File: config.mk
export PLATFORM = sky130hd
export DESIGN_NAME = fetch_unit
export DESIGN_NICKNAME = d
export VERILOG_FILES = /design/src/rtl/fetch_pkg.sv /design/src/rtl/pc_register.sv /design/src/rtl/fetch_unit.sv
export SDC_FILE = /design/constraint.sdc
export NUM_CORES = 1
export LEC_CHECK = 0
export ABC_AREA = 1
export ABC_CLOCK_PERIOD_IN_PS = 2600
export CORE_MARGIN = 1.5
export CORE_UTILIZATION = 40
export CTS_CLUSTER_DIAMETER = 150
export DETAILED_ROUTE_END_ITERATION = 12
export PLACE_DENSITY = 0.7
export RECOVER_POWER = 50
export SLEW_MARGIN = 20
export SYNTH_ARGS = -nofsm -noshare
export SYNTH_HDL_FRONTEND = slang
export SYNTH_SLANG_ARGS = --single-unit
File: constraint.sdc
create_clock -name CLK -period 2.6 [get_ports CLK]
set_input_delay 0.26 -clock CLK [delete_from_list [all_inputs] [get_ports CLK]]
set_output_delay 0.26 -clock CLK [all_outputs]
set_load 0.03 [all_outputs]
File: src/rtl/fetch_pkg.sv
// Shared types and constants for the instruction fetch stage.
package fetch_pkg;

  typedef enum logic [1:0] {
    IDLE  = 2'd0,
    FETCH = 2'd1,
    HALT  = 2'd2
  } fetch_state_t;

  localparam logic [31:0] NOP_INSTR        = 32'h0000_0013;
  localparam logic [31:0] DEFAULT_RESET_PC = 32'h0000_0000;

  function automatic logic is_word_aligned(input logic [31:0] addr);
    return addr[1:0] == 2'b00;
  endfunction

endpackage

File: src/rtl/pc_register.sv
// Program counter: load has priority over increment, otherwise holds.
module pc_register
  import fetch_pkg::*;
#(
  parameter logic [31:0] RESET_PC = DEFAULT_RESET_PC
) (
  input  logic        i_clk,
  input  logic        i_reset,
  input  logic        i_load,
  input  logic [31:0] i_load_value,
  input  logic        i_incr,
  output logic [31:0] o_pc
);

  logic [31:0] r_pc;

  always_ff @(posedge i_clk) begin
    if (i_reset) begin
      r_pc <= RESET_PC;
    end else if (i_load) begin
      r_pc <= i_load_value;
    end else if (i_incr) begin
      r_pc <= r_pc + 32'd4;
    end
  end

  assign o_pc = r_pc;

endmodule

File: src/rtl/fetch_unit.sv
// Instruction fetch stage: PC sequencing, ROM addressing, IF/ID register and
// misaligned-redirect trap.
module fetch_unit
  import fetch_pkg::*;
#(
  parameter int unsigned TAM_POSICIONES = 1024,
  parameter int unsigned TAM_PALABRA    = 32,
  parameter logic [31:0] RESET_PC       = DEFAULT_RESET_PC,
  localparam int unsigned ADDR_W        = $clog2(TAM_POSICIONES)
) (
  input  logic                   CLK,
  input  logic                   RESET,
  input  logic                   STALL,
  input  logic                   BRANCH_TAKEN,
  input  logic [31:0]            BRANCH_TARGET,
  input  logic [TAM_PALABRA-1:0] INSTRUCTION_IN,
  output logic [ADDR_W-1:0]      INS_ADDRESS,
  output logic                   READ_EN,
  output logic                   CE,
  output logic [31:0]            PC_OUT,
  output logic [TAM_PALABRA-1:0] INSTRUCTION_OUT,
  output logic                   VALID_OUT,
  output logic                   ERROR
);

  localparam logic [TAM_PALABRA-1:0] NOP_WORD = TAM_PALABRA'(NOP_INSTR);

  fetch_state_t r_state;
  fetch_state_t w_state_next;

  logic [31:0]            w_pc;
  logic                   w_pc_load;
  logic [31:0]            w_pc_load_value;
  logic                   w_pc_incr;
  logic                   w_capture;
  logic                   w_flush;
  logic                   w_halt;
  logic                   w_fetch_en;

  logic [31:0]            r_pc_out;
  logic [TAM_PALABRA-1:0] r_instr;
  logic                   r_valid;
  logic                   r_error;

  pc_register #(
    .RESET_PC (RESET_PC)
  ) u_pc_register (
    .i_clk        (CLK),
    .i_reset      (RESET),
    .i_load       (w_pc_load),
    .i_load_value (w_pc_load_value),
    .i_incr       (w_pc_incr),
    .o_pc         (w_pc)
  );

  always_ff @(posedge CLK) begin
    if (RESET) begin
      r_state <= IDLE;
    end else begin
      r_state <= w_state_next;
    end
  end

  // A redirect outranks STALL: the wrong-path instruction is squashed either way.
  always_comb begin
    w_state_next    = r_state;
    w_pc_load       = 1'b0;
    w_pc_load_value = RESET_PC;
    w_pc_incr       = 1'b0;
    w_capture       = 1'b0;
    w_flush         = 1'b0;
    w_halt          = 1'b0;
    w_fetch_en      = 1'b0;
    unique case (r_state)
      IDLE: begin
        w_state_next = FETCH;
        w_pc_load    = 1'b1;
      end
      FETCH: begin
        w_fetch_en = 1'b1;
        if (BRANCH_TAKEN) begin
          if (is_word_aligned(BRANCH_TARGET)) begin
            w_pc_load       = 1'b1;
            w_pc_load_value = BRANCH_TARGET;
            w_flush         = 1'b1;
          end else begin
            w_state_next = HALT;
            w_halt       = 1'b1;
          end
        end else if (!STALL) begin
          w_capture = 1'b1;
          w_pc_incr = 1'b1;
        end
      end
      HALT: begin
        w_state_next = HALT;
      end
      default: begin
        w_state_next = IDLE;
      end
    endcase
  end

  always_ff @(posedge CLK) begin
    if (RESET) begin
      r_pc_out <= 32'h0000_0000;
      r_instr  <= NOP_WORD;
      r_valid  <= 1'b0;
      r_error  <= 1'b0;
    end else begin
      if (w_capture) begin
        r_pc_out <= w_pc;
        r_instr  <= INSTRUCTION_IN;
        r_valid  <= 1'b1;
      end else if (w_flush || w_halt) begin
        r_instr <= NOP_WORD;
        r_valid <= 1'b0;
      end
      if (w_halt) begin
        r_error <= 1'b1;
      end
    end
  end

  assign INS_ADDRESS     = w_pc[ADDR_W+1:2];
  assign CE              = w_fetch_en;
  assign READ_EN         = w_fetch_en;
  assign PC_OUT          = r_pc_out;
  assign INSTRUCTION_OUT = r_instr;
  assign VALID_OUT       = r_valid;
  assign ERROR           = r_error;

endmodule

# [Yosys cells after proc, flatten, opt, wreduce, memory -nomap -nowiden]
# Index checks and enable logic that the tools add are counted.
[classes] n_addsub=1 multipliers=0 n_div=0 n_lt_le_gt_ge=0 n_eq_ne=4 n_shift=0 muxes=23 bitwise=0 reduce_logical=6
[ops] cell="32-bit two-way mux" count=7
[ops] cell="32-bit by 3-bit adder with 32-bit output (second input constant)" count=1
[ops] cell="1-bit two-way mux" count=12
[ops] cell="2-bit case mux with 3 select lines" count=1
[ops] cell="2-bit logical NOT" count=2
[ops] cell="2-bit two-way mux" count=2
[ops] cell="2-bit != test (second input constant)" count=2
[ops] cell="2-bit nonzero test" count=2
[ops] cell="2-bit by 1-bit equality test with 1-bit output (second input constant)" count=1
[ops] cell="2-bit equality test (second input constant)" count=1
[ops] cell="1-bit case mux with 2 select lines" count=1
[ops] cell="2-bit AND reduction" count=1
[ops] cell="1-bit logical OR" count=1
[word_totals] reg_bits=100 latch_bits=0 mem_bits_rw=0 rom_bits=0 out_inout_bits=78 elab_cells=40 n_memories=0

# [Logic depth before layout (Yosys ltp)]
[logic_depth] word_depth=7 mapped_depth=13 depth_no_buf=11

# [Modules after synthesis]
# From an unflattened synthesis, not the netlist that was laid out.
[hier_totals] hier_cells=716 area_unflattened_um2=5003.5
[modules_own_cells] mod="fetch_unit" n_inst=1 cells_per_inst=385 area_each_um2=2896.5 seq_area_each_um2=1361.3
[modules_own_cells] mod="pc_register" n_inst=1 cells_per_inst=331 area_each_um2=2107.0 seq_area_each_um2=640.6

# [Worst setup path after synthesis]
# No wires, ideal clock.
[synth_path] path_type="register -> register" startpoint="register r_state[1]" endpoint="register u_pc_register.r_pc[26] (netlist: u_pc_register.o_pc[26])" arrival_ns=1.649 setup_slack_ns=0.833 path_stages_with_launch=14 cell_sequence="dfxtp_1 > inv_1 > ha_1 > nand2_2 > inv_2 > nand2_2 > nand2_4 > nor2_4 > inv_2 > buf_6 > buf_8 > nand2_2 > inv_2 > a21oi_2"
[synth_via] elab_chain_cells=3
[synth_rtl] element="start: declaration" line="fetch_unit.sv:28" text="fetch_state_t r_state;"
[synth_rtl] element="start signal: assignment" line="fetch_unit.sv:60" text="r_state <= w_state_next;"
[synth_rtl] element="2-bit by 1-bit equality test with 1-bit output / 2-bit logical NOT (equally long branches)" line="fetch_unit.sv:74" text="unique case (r_state)"
[synth_rtl] element="1-bit case mux with 2 select lines, or another cell as far along" line="fetch_unit.sv:74"
[synth_rtl] element="32-bit two-way mux / 2-bit nonzero test (equally long branches)"
[synth_rtl] element="end signal: assignment" line="pc_register.sv:21" text="r_pc <= i_load_value;"
[synth_rtl] element="end signal: assignment" line="pc_register.sv:23" text="r_pc <= r_pc + 32'd4;"
[synth_rtl] element="end: declaration" line="pc_register.sv:15" text="logic [31:0] r_pc;"
# Parallel ways exist; a longest one is shown, timed or not.
# A chain may end at the register's enable or synchronous reset.

# [Worst setup path in the final report]
[layout_path] startpoint="register r_state[1]" endpoint="register r_instr[4] (netlist: INSTRUCTION_OUT[4])"
[layout_via] elab_chain_cells=4
[layout_rtl] element="2-bit by 1-bit equality test with 1-bit output (*)" line="fetch_unit.sv:74"
[layout_rtl] element="1-bit two-way mux" line="fetch_unit.sv:74"
[layout_rtl] element="1-bit logical OR" line="fetch_unit.sv:115" text="end else if (w_flush || w_halt) begin"
[layout_rtl] element="2-bit nonzero test (no source line)"
[layout_rtl] element="end signal: assignment" line="fetch_unit.sv:107" text="r_instr <= NOP_WORD;"
[layout_rtl] element="end signal: assignment" line="fetch_unit.sv:113" text="r_instr <= INSTRUCTION_IN;"
[layout_rtl] element="end signal: assignment" line="fetch_unit.sv:116" text="r_instr <= NOP_WORD;"
[layout_rtl] element="end: declaration" line="fetch_unit.sv:41" text="logic [TAM_PALABRA-1:0] r_instr;"
# Every way passes the cells marked *; elsewhere a longest branch is shown, timed or not.

==> impl_metrics.ini <==
[sta]
finalCritPeriodShare_pct = 82.2
rsz0062_at_grt = no
hold_violations = 0
hold_slack_ps = 442
worst_pin_slew_ps = 965
relSlewSlack_pct = 35.7
slew_viol_final = 0
period_needed_ps = 2140
setup_viol = 0
finalSetupTns_ps = 0
fmax_mhz = 468
fin_ws_ps = 462
fin_skew_ps = 5.27

[power_and_ir_drop]
combinationalPowerShare_pct = 38.1
ir_drop_uv = 414
p_per_area_mw_per_mm2 = 864
swShare_pct = 39.8
fin_total_pwr_mw = 5.69
p_switching_mw = 2.26
clock_power_share_pct = 24.7
power.internal_mw = 3.43
p_seq_share_pct = 37.2
leakage_nw = 2.59

[worst_hold_path]
hp-class = reg2reg
hold_depth = 2
min_from = u_pc_register.o_pc[1]
holdPathEnd = u_pc_register.o_pc[1]

[placement]
detailedPlacementHpwl_um = 9660
place_ws_ps = 536
place_congestion = 0.903
io_buffers = 145
dp_cells = 941

[die]
die_h_um = 113
die_x_um = 113
die_area_mm2 = 0.0128
start_util_pct = 41.7
placementRows = 39
ioPinCount = 146
core_mm2 = 0.0116

[yosys]
synth_compound_area_share_pct = 17.4
ys_seq_area_share_pct = 41.4
ys_types = 32
synthXorXnorAreaFrac_pct = 0
syn-cell-area_mm2 = 0.00484
synth.net_count = 767
synthAdderAreaFrac_pct = 1.03
muxShareOfSynthArea_pct = 0
synth_cells = 695
yosysWarnings = 0
synth_top_family_by_area = simple AND/OR/NAND/NOR gates
syn_avg_cell_area_um2 = 6.97
ys_seq_elements = 100
synthSimpleGateAreaFrac_pct = 30.2

[global_route]
grt_pass1_vias = 4683
grt_max_degree = 90
grt_pass1_wl_um = 22400
gr-total-overflow = 0
antenna_found_initial = 0
track_usage_pct = 21.5

[clock_network]
cts_max_level = 3
clock_latency_ps = 340
root_buffer = clkbuf_16
cts-buffers-inserted = 9
clkTransAtPathRegs_ps = 70
cts.sinks = 100
cts_resized = 0
cts_tree = built
clock_path_buffers = 2
cts_hold_buf = 0
cts_setup_buffers = 0

[setup_path]
critical_path.most_common_cell = nand2_1
worstPathMaxFanout = 48
crit_path_start_kind = register
cpMaxStageDelayCell = clkbuf_2
end_kind = register
crit_chain = inv_1 -> ha_1 -> nand2_1 -> clkbuf_2 -> nand2_1 -> o22ai_1 -> nand2_1
critPathArrivalTime_ps = 2350
r2r_cells = 7
slowest_delay_ps = 760
r2r_start = r_state[1]
worstSetupPathType = reg2reg
r2r_end = INSTRUCTION_OUT[4]
r2r_slack_ps = 460
worst_ep_required_time_ps = 2810

[detailed_routing]
firstDrtPassIters = 5
drtAntennaViolNets = 0
vias = 4902
drt-total-wl_um = 13700
drc = 0
via_per_inst = 5.12
wire_per_inst_um = 14.3
drt_iter0_markers = 265

[layout]
area_growth_pct = 35.9
drive_above_1_share_pct = 9.09
fillCellCount = 1126
mostFrequentLayoutCells = nand2_1 (161), dfxtp_1 (100), clkdlybuf4s50_1 (78)
nets = 881
layout_commonest_cell = nand2_1
finalNonFillerCells = 957
diodes = 0

[outcome]
outcome = complete, no violations

[job]
drv_cap = 0
critical path, delay by kind of cell, from the launching register on:
kind / cells / cell delay (ps)
buffers and inverters: 2 / 830
AND/OR/NAND/NOR: 3 / 430
flip-flops: 1 / 310
adder cells (fa/ha/maj): 1 / 250
AO/OA/AOI/OAI: 1 / 190
worst max path at each step:
stage / end / slack [ps] / from
floorplan: u_pc_register.o_pc[26] / 830 / r_state[1]
global placement: u_pc_register.o_pc[19] / 630 / BRANCH_TAKEN
detailed placement: u_pc_register.o_pc[31] / 540 / BRANCH_TAKEN
CTS: CE / 580 / r_state[1]
global route: INSTRUCTION_OUT[1] / 250 / r_state[1]
finish: INSTRUCTION_OUT[4] / 460 / r_state[1]
stage by stage:
| stage | util (%) | area (um^2) |
|---|---|---|
| 5_1_grt | 56.7 | 6580 |
| 2_1_floorplan | - | 4840 |
| 3_3_place_gp | 54.0 | 6270 |
| 4_1_cts | 56.7 | 6590 |
| 3_5_place_dp | 54.0 | 6270 |
| 6_report | 56.7 | 6580 |
Yosys cell counts:
master	n	share of area [%]
a211oi_1	2	0.31
o21ai_2	2	0.36
buf_6	3	0.70
inv_2	15	1.2
nand3b_1	1	0.16
nand4_1	1	0.13
clkbuf_1	14	1.1
buf_2	13	1.3
buf_4	11	1.7
and2_1	3	0.39
nand2_1	159	12
a21boi_0	1	0.16
nor3_1	2	0.21
nand2_2	14	1.8
a21oi_2	8	1.4
a31oi_1	4	0.52
nand2_4	2	0.47
o211ai_1	2	0.31
or2_2	1	0.13
nor2_2	6	0.78
inv_1	40	3.1
nor2_4	7	1.6
nor2_1	64	5.0
dfxtp_1	100	41
ha_1	4	1.0
buf_1	7	0.54
o21ai_1	12	1.2
nand3_1	70	7.2
o22ai_1	3	0.39
buf_8	1	0.31
o21ai_0	50	5.2
a21oi_1	73	7.5
flip-flops by register name, summed over array words and instances, names as in the netlist:
signal              flops
r_state                 2
u_pc_register.o_pc     32
ERROR                   1
VALID_OUT               1
PC_OUT                 32
INSTRUCTION_OUT        32
area by class of cell:
type                       instances  area (um^2)  area share, %
inverter                          55          206           3.14
tap                              143          179           2.72
multi-input combinational        491         2350           35.7
sequential                       100         2000           30.4
clock buffer                      13          270           4.11
clock inverter                     3         43.8          0.666
timing repair buffer             152         1530           23.2
power groups by stage:
stage / logic [mW] / registers (mW) / clock network, mW
detailed placement: 2.21 / 2.14 / 0
CTS: 2.22 / 2.11 / 1.43
floorplan: 1.42 / 2.28 / 0
global route: 2.38 / 2.16 / 1.49
global placement: 2.16 / 2.14 / 0
finish: 2.17 / 2.11 / 1.41
logic make-up after synthesis:
logic type | after synthesis
buf+inv | 104
simple gates | 330
flops | 100
compound gates | 157
fa+ha+maj | 4
per-layer routing:
layer | vias up | GRT usage, % | wire length, um
met5 | - | 0 | 0
met4 | 0 | 8.00 | 221
met3 | 19 | 3.05 | 761
met2 | 156 | 37.3 | 6750
met1 | 2249 | 27.2 | 5990
li1 | 2478 | - | -
No activity file was read; power rests on OpenSTA's default activity.
